==> src/rtl/ctrl_pipeline_pkg.sv <==
// Shared types and constants for the control pipeline: forwarding select
// encodings, the per-stage control bundle and the forwarding priority rule.
package ctrl_pipeline_pkg;

  // Register-index width carried in the stage bundle. It must match the
  // REG_W parameter of ctrl_pipeline.
  localparam int DEST_W = 5;

  // EX operand source selects
  localparam logic [1:0] FWD_RF  = 2'b00;
  localparam logic [1:0] FWD_WB  = 2'b01;
  localparam logic [1:0] FWD_MEM = 2'b10;

  // Control bundle carried by the EX stage register
  typedef struct packed {
    logic              valid;
    logic [2:0]        alu_op;
    logic              reg_write;
    logic              branch_inst;
    logic              alu_src;
    logic              mem_read;
    logic [DEST_W-1:0] dest;
  } stage_ctrl_t;

  localparam stage_ctrl_t STAGE_BUBBLE = '0;

  // Operand source for one EX register read. MEM holds the younger result,
  // so it wins over WB when both write the same register.
  function automatic logic [1:0] fwd_select(
    input logic              mem_wr,
    input logic [DEST_W-1:0] mem_dest,
    input logic              wb_wr,
    input logic [DEST_W-1:0] wb_dest,
    input logic [DEST_W-1:0] src
  );
    if (mem_wr && (mem_dest == src)) return FWD_MEM;
    if (wb_wr && (wb_dest == src))   return FWD_WB;
    return FWD_RF;
  endfunction

endpackage

==> src/rtl/ctrl_pipeline_sat_counter.sv <==
// Saturating up-counter for pipeline event statistics. Counts one per cycle
// with inc high, sticks at all-ones, clears on synchronous reset.
module sat_counter #(
  parameter int CNT_W = 16
) (
  input  logic             clk,
  input  logic             rst_n,
  input  logic             inc,
  output logic [CNT_W-1:0] count
);

  localparam logic [CNT_W-1:0] CNT_ONE = {{(CNT_W-1){1'b0}}, 1'b1};

  logic [CNT_W-1:0] r_count;

  // Count events, holding once every bit is set
  always_ff @(posedge clk) begin
    // NOTE: state registers use non-blocking assignments so every flop in the
    // design samples pre-edge values, regardless of block evaluation order.
    if (!rst_n) begin
      r_count <= '0;
    end else if (inc && (r_count != '1)) begin
      r_count <= r_count + CNT_ONE;
    end
  end

  assign count = r_count;

endmodule

==> src/rtl/ctrl_pipeline.sv <==
// Control pipeline: carries decoded controls from ID through EX, MEM and WB,
// detects load-use hazards, squashes on taken branches, selects EX operand
// forwarding and counts stall/flush events.
module ctrl_pipeline
  import ctrl_pipeline_pkg::*;
#(
  parameter int CNT_W = 16,
  parameter int REG_W = DEST_W
) (
  input  logic             clk,
  input  logic             rst_n,
  // Decode stage
  input  logic             id_valid,
  input  logic [2:0]       id_ALUop,
  input  logic             id_RegWrite,
  input  logic             id_branch_inst,
  input  logic             id_RegDest,
  input  logic             id_ALUsrc,
  input  logic             id_mem_read,
  input  logic [REG_W-1:0] id_rs,
  input  logic [REG_W-1:0] id_rt,
  input  logic [REG_W-1:0] id_rd,
  input  logic             ex_branch_taken,
  // Hazard control
  output logic             stall,
  output logic             flush_ifid,
  // EX stage
  output logic             ex_valid,
  output logic [2:0]       ex_ALUop,
  output logic             ex_RegWrite,
  output logic             ex_branch_inst,
  output logic             ex_ALUsrc,
  output logic             ex_mem_read,
  output logic [REG_W-1:0] ex_dest,
  // MEM / WB stages
  output logic [REG_W-1:0] mem_dest,
  output logic [REG_W-1:0] wb_dest,
  output logic             mem_valid,
  output logic             mem_RegWrite,
  output logic             mem_mem_read,
  output logic             wb_valid,
  output logic             wb_RegWrite,
  // Forwarding and statistics
  output logic [1:0]       fwd_a,
  output logic [1:0]       fwd_b,
  output logic [CNT_W-1:0] stall_cnt,
  output logic [CNT_W-1:0] flush_cnt
);

  // Stage registers
  stage_ctrl_t      r_ex;
  logic [REG_W-1:0] r_ex_rs;
  logic [REG_W-1:0] r_ex_rt;

  logic             r_mem_valid;
  logic             r_mem_reg_write;
  logic             r_mem_mem_read;
  logic [REG_W-1:0] r_mem_dest;

  logic             r_wb_valid;
  logic             r_wb_reg_write;
  logic [REG_W-1:0] r_wb_dest;

  // Decode-side helpers
  logic [REG_W-1:0] w_id_dest;
  logic             w_id_reads_rt;
  logic             w_load_use;
  logic             w_flush;
  logic             w_stall;
  logic             w_ex_bubble;
  logic             w_mem_wr;
  logic             w_wb_wr;

  assign w_id_dest     = id_RegDest ? id_rd : id_rt;
  // rt is a source unless it is overwritten by an immediate; branches compare it
  assign w_id_reads_rt = !id_ALUsrc || id_branch_inst;

  // A load in EX cannot forward to the instruction behind it in time
  assign w_load_use = id_valid && r_ex.valid && r_ex.mem_read &&
                      (r_ex.dest != '0) &&
                      ((r_ex.dest == id_rs) ||
                       (w_id_reads_rt && (r_ex.dest == id_rt)));

  assign w_flush     = r_ex.valid && r_ex.branch_inst && ex_branch_taken;
  // A taken branch squashes the ID instruction anyway, so it overrides the stall
  assign w_stall     = w_load_use && !w_flush;
  assign w_ex_bubble = w_flush || w_stall || !id_valid;

  assign stall      = w_stall;
  assign flush_ifid = w_flush;

  // Register 0 is hard-wired, so writes to it never count as producers
  assign w_mem_wr = r_mem_valid && r_mem_reg_write && (r_mem_dest != '0);
  assign w_wb_wr  = r_wb_valid && r_wb_reg_write && (r_wb_dest != '0);

  assign fwd_a = r_ex.valid ? fwd_select(w_mem_wr, r_mem_dest, w_wb_wr, r_wb_dest, r_ex_rs)
                            : FWD_RF;
  assign fwd_b = r_ex.valid ? fwd_select(w_mem_wr, r_mem_dest, w_wb_wr, r_wb_dest, r_ex_rt)
                            : FWD_RF;

  // ID -> EX: latch decoded controls, or insert a bubble on flush/stall/empty ID
  always_ff @(posedge clk) begin
    if (!rst_n || w_ex_bubble) begin
      r_ex    <= STAGE_BUBBLE;
      r_ex_rs <= '0;
      r_ex_rt <= '0;
    end else begin
      r_ex.valid       <= 1'b1;
      r_ex.alu_op      <= id_ALUop;
      r_ex.reg_write   <= id_RegWrite;
      r_ex.branch_inst <= id_branch_inst;
      r_ex.alu_src     <= id_ALUsrc;
      r_ex.mem_read    <= id_mem_read;
      r_ex.dest        <= w_id_dest;
      r_ex_rs          <= id_rs;
      r_ex_rt          <= id_rt;
    end
  end

  // EX -> MEM -> WB: unconditional advance, no backpressure past EX
  always_ff @(posedge clk) begin
    if (!rst_n) begin
      r_mem_valid     <= 1'b0;
      r_mem_reg_write <= 1'b0;
      r_mem_mem_read  <= 1'b0;
      r_mem_dest      <= '0;
      r_wb_valid      <= 1'b0;
      r_wb_reg_write  <= 1'b0;
      r_wb_dest       <= '0;
    end else begin
      r_mem_valid     <= r_ex.valid;
      r_mem_reg_write <= r_ex.reg_write;
      r_mem_mem_read  <= r_ex.mem_read;
      r_mem_dest      <= r_ex.dest;
      r_wb_valid      <= r_mem_valid;
      r_wb_reg_write  <= r_mem_reg_write;
      r_wb_dest       <= r_mem_dest;
    end
  end

  assign ex_valid       = r_ex.valid;
  assign ex_ALUop       = r_ex.alu_op;
  assign ex_RegWrite    = r_ex.reg_write;
  assign ex_branch_inst = r_ex.branch_inst;
  assign ex_ALUsrc      = r_ex.alu_src;
  assign ex_mem_read    = r_ex.mem_read;
  assign ex_dest        = r_ex.dest;

  assign mem_valid    = r_mem_valid;
  assign mem_RegWrite = r_mem_reg_write;
  assign mem_mem_read = r_mem_mem_read;
  assign mem_dest     = r_mem_dest;
  assign wb_valid     = r_wb_valid;
  assign wb_RegWrite  = r_wb_reg_write;
  assign wb_dest      = r_wb_dest;

  sat_counter #(.CNT_W(CNT_W)) u_stall_cnt (
    .clk   (clk),
    .rst_n (rst_n),
    .inc   (w_stall),
    .count (stall_cnt)
  );

  sat_counter #(.CNT_W(CNT_W)) u_flush_cnt (
    .clk   (clk),
    .rst_n (rst_n),
    .inc   (w_flush),
    .count (flush_cnt)
  );

endmodule
==> config.mk <==
export PLATFORM = sky130hd
export DESIGN_NAME = ctrl_pipeline
export DESIGN_NICKNAME = d
export VERILOG_FILES = /design/src/rtl/ctrl_pipeline_pkg.sv /design/src/rtl/ctrl_pipeline_sat_counter.sv /design/src/rtl/ctrl_pipeline.sv
export SDC_FILE = /design/constraint.sdc
export NUM_CORES = 1
export LEC_CHECK = 0
export CORE_AREA = 2 2 82 92
export CTS_CLUSTER_SIZE = 25
export DETAILED_ROUTE_END_ITERATION = 8
export DIE_AREA = 0 0 84 94
export HOLD_SLACK_MARGIN = 0.08
export PLACE_DENSITY = 0.88
export SLEW_MARGIN = 40
export SYNTH_ARGS = -nofsm -noshare
export SYNTH_HDL_FRONTEND = slang
export SYNTH_HIERARCHICAL = 1
export SYNTH_SLANG_ARGS = --single-unit
==> constraint.sdc <==
create_clock -name clk -period 2.6 [get_ports clk]
set_input_delay 0.52 -clock clk [delete_from_list [all_inputs] [get_ports clk]]
set_output_delay 0.52 -clock clk [all_outputs]
set_load 0.01 [all_outputs]
==> summary.md, run 1 <==
Number of antenna violations at the first check in global routing: 0. For this run, the register share of the synthesized area comes to 44.0%. For this run the aggregate overflow at the end of global routing stands at 0. The later pin in the worst-skew pair is clocked with a latency of 0.34 ns. In this design, the stage delay of the slowest critical-path cell is 0.52 ns. The floorplan has 32 rows.

The synthesized-area fraction occupied by adder cells is 0.786%. The library cells used most frequently in the layout, excluding fill and tap cells, are 87 x sky130_fd_sc_hd__clkdlybuf4s50_1, 70 x sky130_fd_sc_hd__dfxtp_1, 32 x sky130_fd_sc_hd__and2_1, 25 x sky130_fd_sc_hd__buf_4, 21 x sky130_fd_sc_hd__nand2_1. The cell family contributing the most delay on the critical path was buffers and inverters. In this run the horizontal extent of the chip is 84 um.

Summed over all layers, the routed wires come to 8.71 mm. The register bit count reported by yosys came out at 70. The library cell used most frequently in the layout, excluding fill and tap cells, is sky130_fd_sc_hd__clkdlybuf4s50_1. At the pin with the least slew margin, the transition time is 0.596 ns. The tools report the number of nets still failing antenna checks after routing as 0. The run gives 568 as the count of fill cells added during filler insertion. The number of post-CTS setup repair buffers was 0; the fraction of the cycle the final worst path needs was 97.1%. The total iterations of the first detailed-routing run was 4; the final weighted congestion in routability-driven placement was 0.916. The arrival time at the worst endpoint came out at 2.00 ns. The post-detailed-route via-to-cell ratio came out at 5.57. At the worst endpoint, the required time is 2.08 ns. In the final layout, the share of cells above drive strength 1 is 11.7%.

The share of total power dissipated in the clock network is 39.7%. VDD sags by at most 0.276 mV. The worst pin sits at a relative slew slack of 59.9%. After the first detailed-routing iteration, the DRC count stood at 129. The H-tree generated during clock tree synthesis spans 3 levels. The run finished with clean final reports.

The cell leakage power is 1.71 nW, and the detailed-route via count is 3045. For this run, the total global-route usage over all layers was measured as 22.3%. The tools report the antenna diode instance count as 0. The portion of netlist area occupied by mux cells was 3.46%; the worst clock skew on the final layout was 0.0135 ns. Once layout is complete, the cells apart from fillers number 547. The tools report the count of mapped cells out of synthesis as 338. In the synthesized netlist the dominant register cell turns out to be sky130_fd_sc_hd__dfxtp_1. The number of global-route vias before repair is 2936, and the simple logic cell fraction of the synthesized area is 29.8%. The synthesized netlist devotes 10.1% of its cell area to compound gates. For the upper clock frequency limit, the log shows 396 MHz. Cell type with the largest total area after synthesis: sky130_fd_sc_hd__dfxtp_1. The finished cells cover 4560 sq um.

Detailed placement finished with a half-perimeter wire length of 6.37 mm. The switching power as a share of total power was 23.0%. The tools report the element type at the critical path end as a primary output. For the proportion of power drawn by combinational gates, the log shows 8.8%. The core region area was 6930 sq um. Setup repair after global routing left no endpoint under its margin. The first global-routing pass estimated 14.0 mm of wire. In this run the worst path has a maximum fanout of 2. Share of total power in sequential cells: 51.5%.

The tools report the number of hold violations in the final report as 0. The clock period could shrink to 2.52 ns. The areal power density over the cells was 474 nW/um^2. The number of placed instances, taps included came out at 532.

Synthesis produced a netlist with a net count of 367. The cell sitting at the root of the clock tree is a sky130_fd_sc_hd__clkbuf_8. A synthesized cell averages 9.41 sq um.

For this configuration, the core starts out at a cell density of 45.9%. The run gives 0 as the max-cap violation count. The average routed wire per standard cell was 15.9 um; the net switching power figure was 0.497 mW.

The critical path goes through clkdlybuf4s50_1 -> xnor2_1 -> nand4_1 -> o22ai_2 -> and3_4 -> dlygate4sd2_1. The die covers 7900 sq um. Setup violations remaining at the end of the flow were counted as 0.

The max-slew violation total from the final report was 0. The detailed-route DRC error count is 0. The floorplan step set the die height to 94 um. The number of port buffers is 92, and the distinct cell type count after synthesis is 41. In the post-synthesis netlist, the biggest area contributors are sky130_fd_sc_hd__dfxtp_1 44%, sky130_fd_sc_hd__and2_1 6.3%, sky130_fd_sc_hd__xnor2_1 5.5%.

The synthesized netlist devotes 9.36% of its cell area to XOR and XNOR gates. The Yosys step of the flow raised 6 warnings. In this run the biggest area consumer among cell types represents 44.0% of the synthesized area. Hold path depth: 1. The startpoint-to-endpoint class of the critical path was in2out. After synthesis, the largest family of logic cells by area is simple AND/OR/NAND/NOR gates. The worst path buffer plus inverter count works out to 2.

For the final routed database, the setup TNS stands at 0 ns. Counting the buffers created by CTS gives 9. In this run the worst hold path is classified as reg2reg. Once placement finished, the instance area stood at 4360 sq um. Entering global routing, the biggest net connects 28 pins.

For the number of primary I/O pins, the log shows 93. The worst register-to-register path has a depth of 8. Relative to the synthesized area, the layout overhead comes to 43.4%. Number of buffers on the longest clock path: 2.

Logic depth of the worst path, buffers included: 6. The internal portion of the total power is 1.67 mW. The CTS clock-pin slew for the worst setup and hold paths is 0.07 ns. Yosys mapped a number of flops with a built-in enable equal to 0.

On the critical path, the stage with the largest delay is an instance of sky130_fd_sc_hd__clkdlybuf4s50_1. TritonCTS built the clock tree. The logs give 3180 sq um for the total standard cell area after synthesis and 0 for the hold buffer count at cts. STA classifies the critical path startpoint as an input pin.

After synthesis, the share of flip-flops with an asynchronous set or reset is 0%. The tools report the final net count as 487. Clock tree synthesis found a total of 70 sinks.
-- cell families (layout without fill, tap and decap cells) --
| group | count (synthesis) | count (layout) |
|---|---|---|
| xor+xnor | 34 | 34 |
| fa+ha+maj | 2 | 2 |
| buf+inv | 18 | 142 |
| flops | 70 | 70 |
| mux | 11 | 11 |
| compound gates | 50 | 50 |
| simple gates | 153 | 153 |
-- Yosys cell counts, types with 3 or more instances --
master,n
sky130_fd_sc_hd__a21oi_1,19
sky130_fd_sc_hd__and2_1,32
sky130_fd_sc_hd__and4_1,6
sky130_fd_sc_hd__clkbuf_1,4
sky130_fd_sc_hd__dfxtp_1,70
sky130_fd_sc_hd__inv_1,10
sky130_fd_sc_hd__mux2i_1,11
sky130_fd_sc_hd__nand2_1,21
sky130_fd_sc_hd__nand2b_1,4
sky130_fd_sc_hd__nand3_1,19
sky130_fd_sc_hd__nand4_1,7
sky130_fd_sc_hd__nor2_1,11
sky130_fd_sc_hd__nor2b_1,5
sky130_fd_sc_hd__nor3_1,7
sky130_fd_sc_hd__nor4_1,8
sky130_fd_sc_hd__nor4_2,3
sky130_fd_sc_hd__o21ai_0,9
sky130_fd_sc_hd__o31ai_1,10
sky130_fd_sc_hd__or3_1,4
sky130_fd_sc_hd__or4_1,13
sky130_fd_sc_hd__xnor2_1,20
sky130_fd_sc_hd__xor2_1,14
-- sequential cells by signal, summed over array words and instances (netlist names), 3 cells and up --
| name | count |
|---|---|
| u_flush_cnt/count | 16 |
| ex_dest | 5 |
| r_ex_rs | 5 |
| mem_dest | 5 |
| ex_ALUop | 3 |
| wb_dest | 5 |
| r_ex_rt | 5 |
| u_stall_cnt/count | 16 |
-- final cells by class --
cell class	instances	area, sq um	area share [%]
inverters	10	37.5	0.823
repair buffers	117	1100	24.1
multi-input cells	250	1730	37.9
well taps	85	106	2.33
clock inverters	4	47.5	1.04
flip-flops and latches	70	1400	30.7
clock buffers	11	141	3.10
-- power groups by stage --
| stage | registers [mW] | clock network, mW | logic, mW |
|---|---|---|---|
| floorplan | 1.14 | 0 | 0.0689 |
| global placement | 1.14 | 0 | 0.184 |
| detailed placement | 1.14 | 0 | 0.188 |
| CTS | 1.11 | 0.874 | 0.191 |
| global route | 1.12 | 0.913 | 0.206 |
| finish | 1.11 | 0.858 | 0.191 |
-- path summary, 6_finish.rpt --
check / from / end / slack (ns)
worst max-delay path: id_rt[4] / stall / 0.08
worst min register to register: ex_RegWrite / mem_RegWrite / 0.47
worst min-delay path: ex_RegWrite / mem_RegWrite / 0.47
worst max register to register: ex_dest[2] / u_stall_cnt/count[9] / 0.30
-- per-layer routing --
layer	global-route usage (%)	wire, um
met2	40.3	4580
met4	9.54	181
met1	25.3	3540
met3	5.01	418
met5	0	0
-- timing repair --
action | 4_1_cts | 5_1_grt
resized for setup | 7 | 4
endpoints found under the setup margin | 5 | 4
pin swaps | 1 | 2
-- metrics by stage --
stage | total power, mW | setup WS [ns] | utilization, % | hold WS, ns
after floorplan | 1.21 | 0.420 | - | 0.504
after global placement | 1.32 | -0.215 | 62.9 | 0.451
after detailed placement | 1.33 | -0.238 | 62.9 | 0.465
after CTS | 2.18 | 0.00846 | 65.7 | 0.487
after global routing | 2.23 | 0.00135 | 65.9 | 0.499
final | 2.16 | 0.0764 | 65.9 | 0.472
Note: power is estimated with default switching activity, not from simulation.
==> inputs of run 2 (changes only) <==
--- a/config.mk
+++ b/config.mk
@@ -9,7 +9,7 @@
 export CTS_CLUSTER_SIZE = 25
 export DETAILED_ROUTE_END_ITERATION = 8
 export DIE_AREA = 0 0 84 94
-export HOLD_SLACK_MARGIN = 0.08
+export HOLD_SLACK_MARGIN = 0.1
 export PLACE_DENSITY = 0.88
 export SLEW_MARGIN = 40
 export SYNTH_ARGS = -nofsm -noshare
==> constraint.sdc (replaced) <==
create_clock -name clk -period 2.6 [get_ports clk]
set_input_delay 0.52 -clock clk [delete_from_list [all_inputs] [get_ports clk]]
set_output_delay 0.52 -clock clk [all_outputs]
set_load 0.1 [all_outputs]
==> summary.md, run 2 (synthesized netlist as in run 1, its figures left out) <==
The overall die area is 7900 sq um (unchanged). The number of antenna violations at the first check in global routing is 0 (unchanged), and the pin count of the biggest net entering global routing is 28 (unchanged). For the upper clock frequency limit, the log shows 391 MHz (-1.3%). The ratio of cells with drive above 1 in the final layout came out at 30.5% (+19 points). Leaving out fill and tap cells, the most frequent cells in the layout are 74 x sky130_fd_sc_hd__buf_4, 48 x sky130_fd_sc_hd__dfxtp_1, 31 x sky130_fd_sc_hd__and2_1, 25 x sky130_fd_sc_hd__clkdlybuf4s50_1, 21 x sky130_fd_sc_hd__nand2_1.

The floorplan die width works out to 84 um (unchanged). The core region area is 6930 sq um (unchanged). The area taken by flip-flops and latches is 1460 sq um (+3.9%). The critical path is of the reg2out type. Average routed wire per standard cell: 14.9 um (-6.5%). Critical path launch point type: a flip-flop. The post-route cell area was 4510 sq um (-1.2%). The critical path goes through or4_4 -> o211ai_4 -> nor4_4 -> nor4_4 -> buf_12.

The half-perimeter wire length after detailed placement is 5.86 mm (-8.1%), and the worst slack on hold paths is 0.478 ns (+0.00618 ns). For the global-route usage over all layers, the log shows 20.7% (-1.6 points). The met2 track demand over resource was 35.5% (-4.8 points). The area taken by multi-input logic gates was 1780 sq um (+3.0%).

For the insertion delay of the later-clocked pin in the worst-skew pair, the log shows 0.34 ns (about the same). In this run the most used layer during global routing was met2. The worst supply voltage drop on vdd came out at 0.304 mV (+10%). The library cell used most frequently in the layout, excluding fill and tap cells, is sky130_fd_sc_hd__buf_4. Worst setup timing slack at the placement stage: -0.160 ns (+0.0782 ns). The cell leakage power was 1.79 nW (+4.6%).

The total CTS buffers came out at 9 (unchanged). The clock period minus worst slack came out at 2.56 ns (+0.0327 ns). The first-pass GRT wire length is 13.2 mm (-5.6%), and the number of nets still failing antenna checks after routing is 0 (unchanged). The run gives 0 (unchanged) as the number of hold violations in the final report. The critical-path maximum fanout was 4 (+2); the pin slew with the least headroom to its limit was 0.771 ns (+0.174 ns).

Element type at the critical path end: a primary output. The total length of routed wires was 8.00 mm (-8.2%); the fraction of the cycle the final worst path needs was 98.3% (+1.3 points). The tools report the number of DRC markers in iteration 0 as 104 (-19%). Relative to the synthesized area, the layout overhead comes to 41.7%.

The tools report the detailed-route DRC error count as 0 (unchanged). The max-slew violation total from the final report came out at 0 (unchanged). The starting density of the core is 45.9% (unchanged).

Number of port buffers: 92 (unchanged). The run gives 0.0437 ns (-0.0327 ns) as the worst setup slack after layout. For the antenna diode instance count, the log shows 0 (unchanged). The slowest library cell on the worst path is sky130_fd_sc_hd__or4_4. The CTS clock-pin slew for the worst setup and hold paths came out at 0.08 ns (about the same). The library cell used as clock root buffer was sky130_fd_sc_hd__clkbuf_8.

The instance area at placement was 4260 sq um (-2.2%). The number of standard-cell rows in the floorplan is 32 (unchanged), and the post-detailed-route via-to-cell ratio is 5.36 (-3.7%). For the total iterations of the first detailed-routing run, the log shows 4 (unchanged). The run gives 476 (-2.3%) as the final net count. Counting stages on the worst path, the most repeated cell is sky130_fd_sc_hd__nor4_4.

The areal power density over the cells was 493 nW/um^2 (+4.0%). The worst hold path belongs to the class reg2reg. The total clock sinks came out at 70 (unchanged). The logs give 517 (-2.8%) for the number of placed instances, taps included and 0 (unchanged) for the max-cap violation count.

The fraction of met3 tracks used by global routing is 4.83% (-0.18 points), and the count of fill cells added during filler insertion is 566 (-0.35%). The total setup violations reported at the end of the flow was 0 (unchanged). For the global route total overflow, the log shows 0 (unchanged). TritonCTS built the clock tree. The run finished with clean final reports. The tools report the number of global-route vias before repair as 2675 (-8.9%).

The detailed-route via count is 2879 (-5.5%), and the worst clock skew on the final layout is 0.0128 ns (-0.000677 ns). The final weighted congestion in routability-driven placement is 0.862 (-5.9%). The number of buffers on the longest clock path is 2 (unchanged), and the level count of the clock H-tree is 3 (unchanged).

The number of primary I/O pins is 93 (unchanged). Setup repair after global routing could not meet its margin everywhere. The logs give 48.6% (-11 points) for the worst slew slack as a fraction of its limit and 537 (-1.8%) for the non-filler instance count after layout.

The required arrival time at the worst endpoint is 2.08 ns (about the same), and the die height is 94 um (unchanged). The tools report the arrival time at the worst endpoint as 2.04 ns (+0.04 ns). The total power is 2.22 mW (+2.8%), and the met1 global-route usage is 25.5% (+0.23 points). The largest incremental delay on the critical path was 0.54 ns (+0.02 ns).
==> run 2: final cells by class <==
class	instances	area share, %
multi-input cells	250	39.5
clock inverters	3	0.388
well taps	85	2.36
repair buffers	106	20.8
clock buffers	13	3.75
inverters	10	0.916
flip-flops and latches	70	32.3
==> run 2: worst max-delay path: cells and delay by family, from the launching register on <==
family	cells	cell delay (ns)
and+or+nand+nor	3	0.89
DFF	1	0.36
AOI/OAI and AO/OA	1	0.22
buffers and inverters	1	0.21
==> run 2: stage by stage <==
stage / util [%] / TNS, ns
5_1_grt: 65.1 / -0.0200
6_report: 65.1 / 0
4_1_cts: 64.5 / 0
2_1_floorplan: - / -0.289
3_5_place_dp: 61.5 / -0.801
3_3_place_gp: 61.5 / -0.358
==> run 2: path summary, 6_finish.rpt <==
path                                   from                   end  slack [ns]  cells after the start
worst min-delay path            ex_RegWrite          mem_RegWrite        0.48                      1
worst min register to register  ex_RegWrite          mem_RegWrite        0.48                      1
worst max register to register   ex_dest[4]  u_stall_cnt/count[7]        0.45                      8
worst max-delay path            mem_dest[3]              fwd_b[0]        0.04                      5
==> run 2: routing by layer <==
layer,vias up,wire length [um]
met5,-,0
met4,0,121
met3,9,377
met2,74,4080
met1,1352,3420
li1,1444,-
==> run 2: where the power goes <==
group | internal, mW | total, mW | switching, mW
sequential | 1.09 | 1.11 | 0.0262
clock | 0.422 | 0.831 | 0.409
combinational | 0.102 | 0.279 | 0.176
total | 1.61 | 2.22 | 0.611
==> run 2: repair_timing <==
item                       4_1_cts  5_1_grt
gates resized for setup          2        3
hold buffers                     0        0
pin swaps                        1        3
buffers inserted                 1        3
setup endpoints to repair        3        5
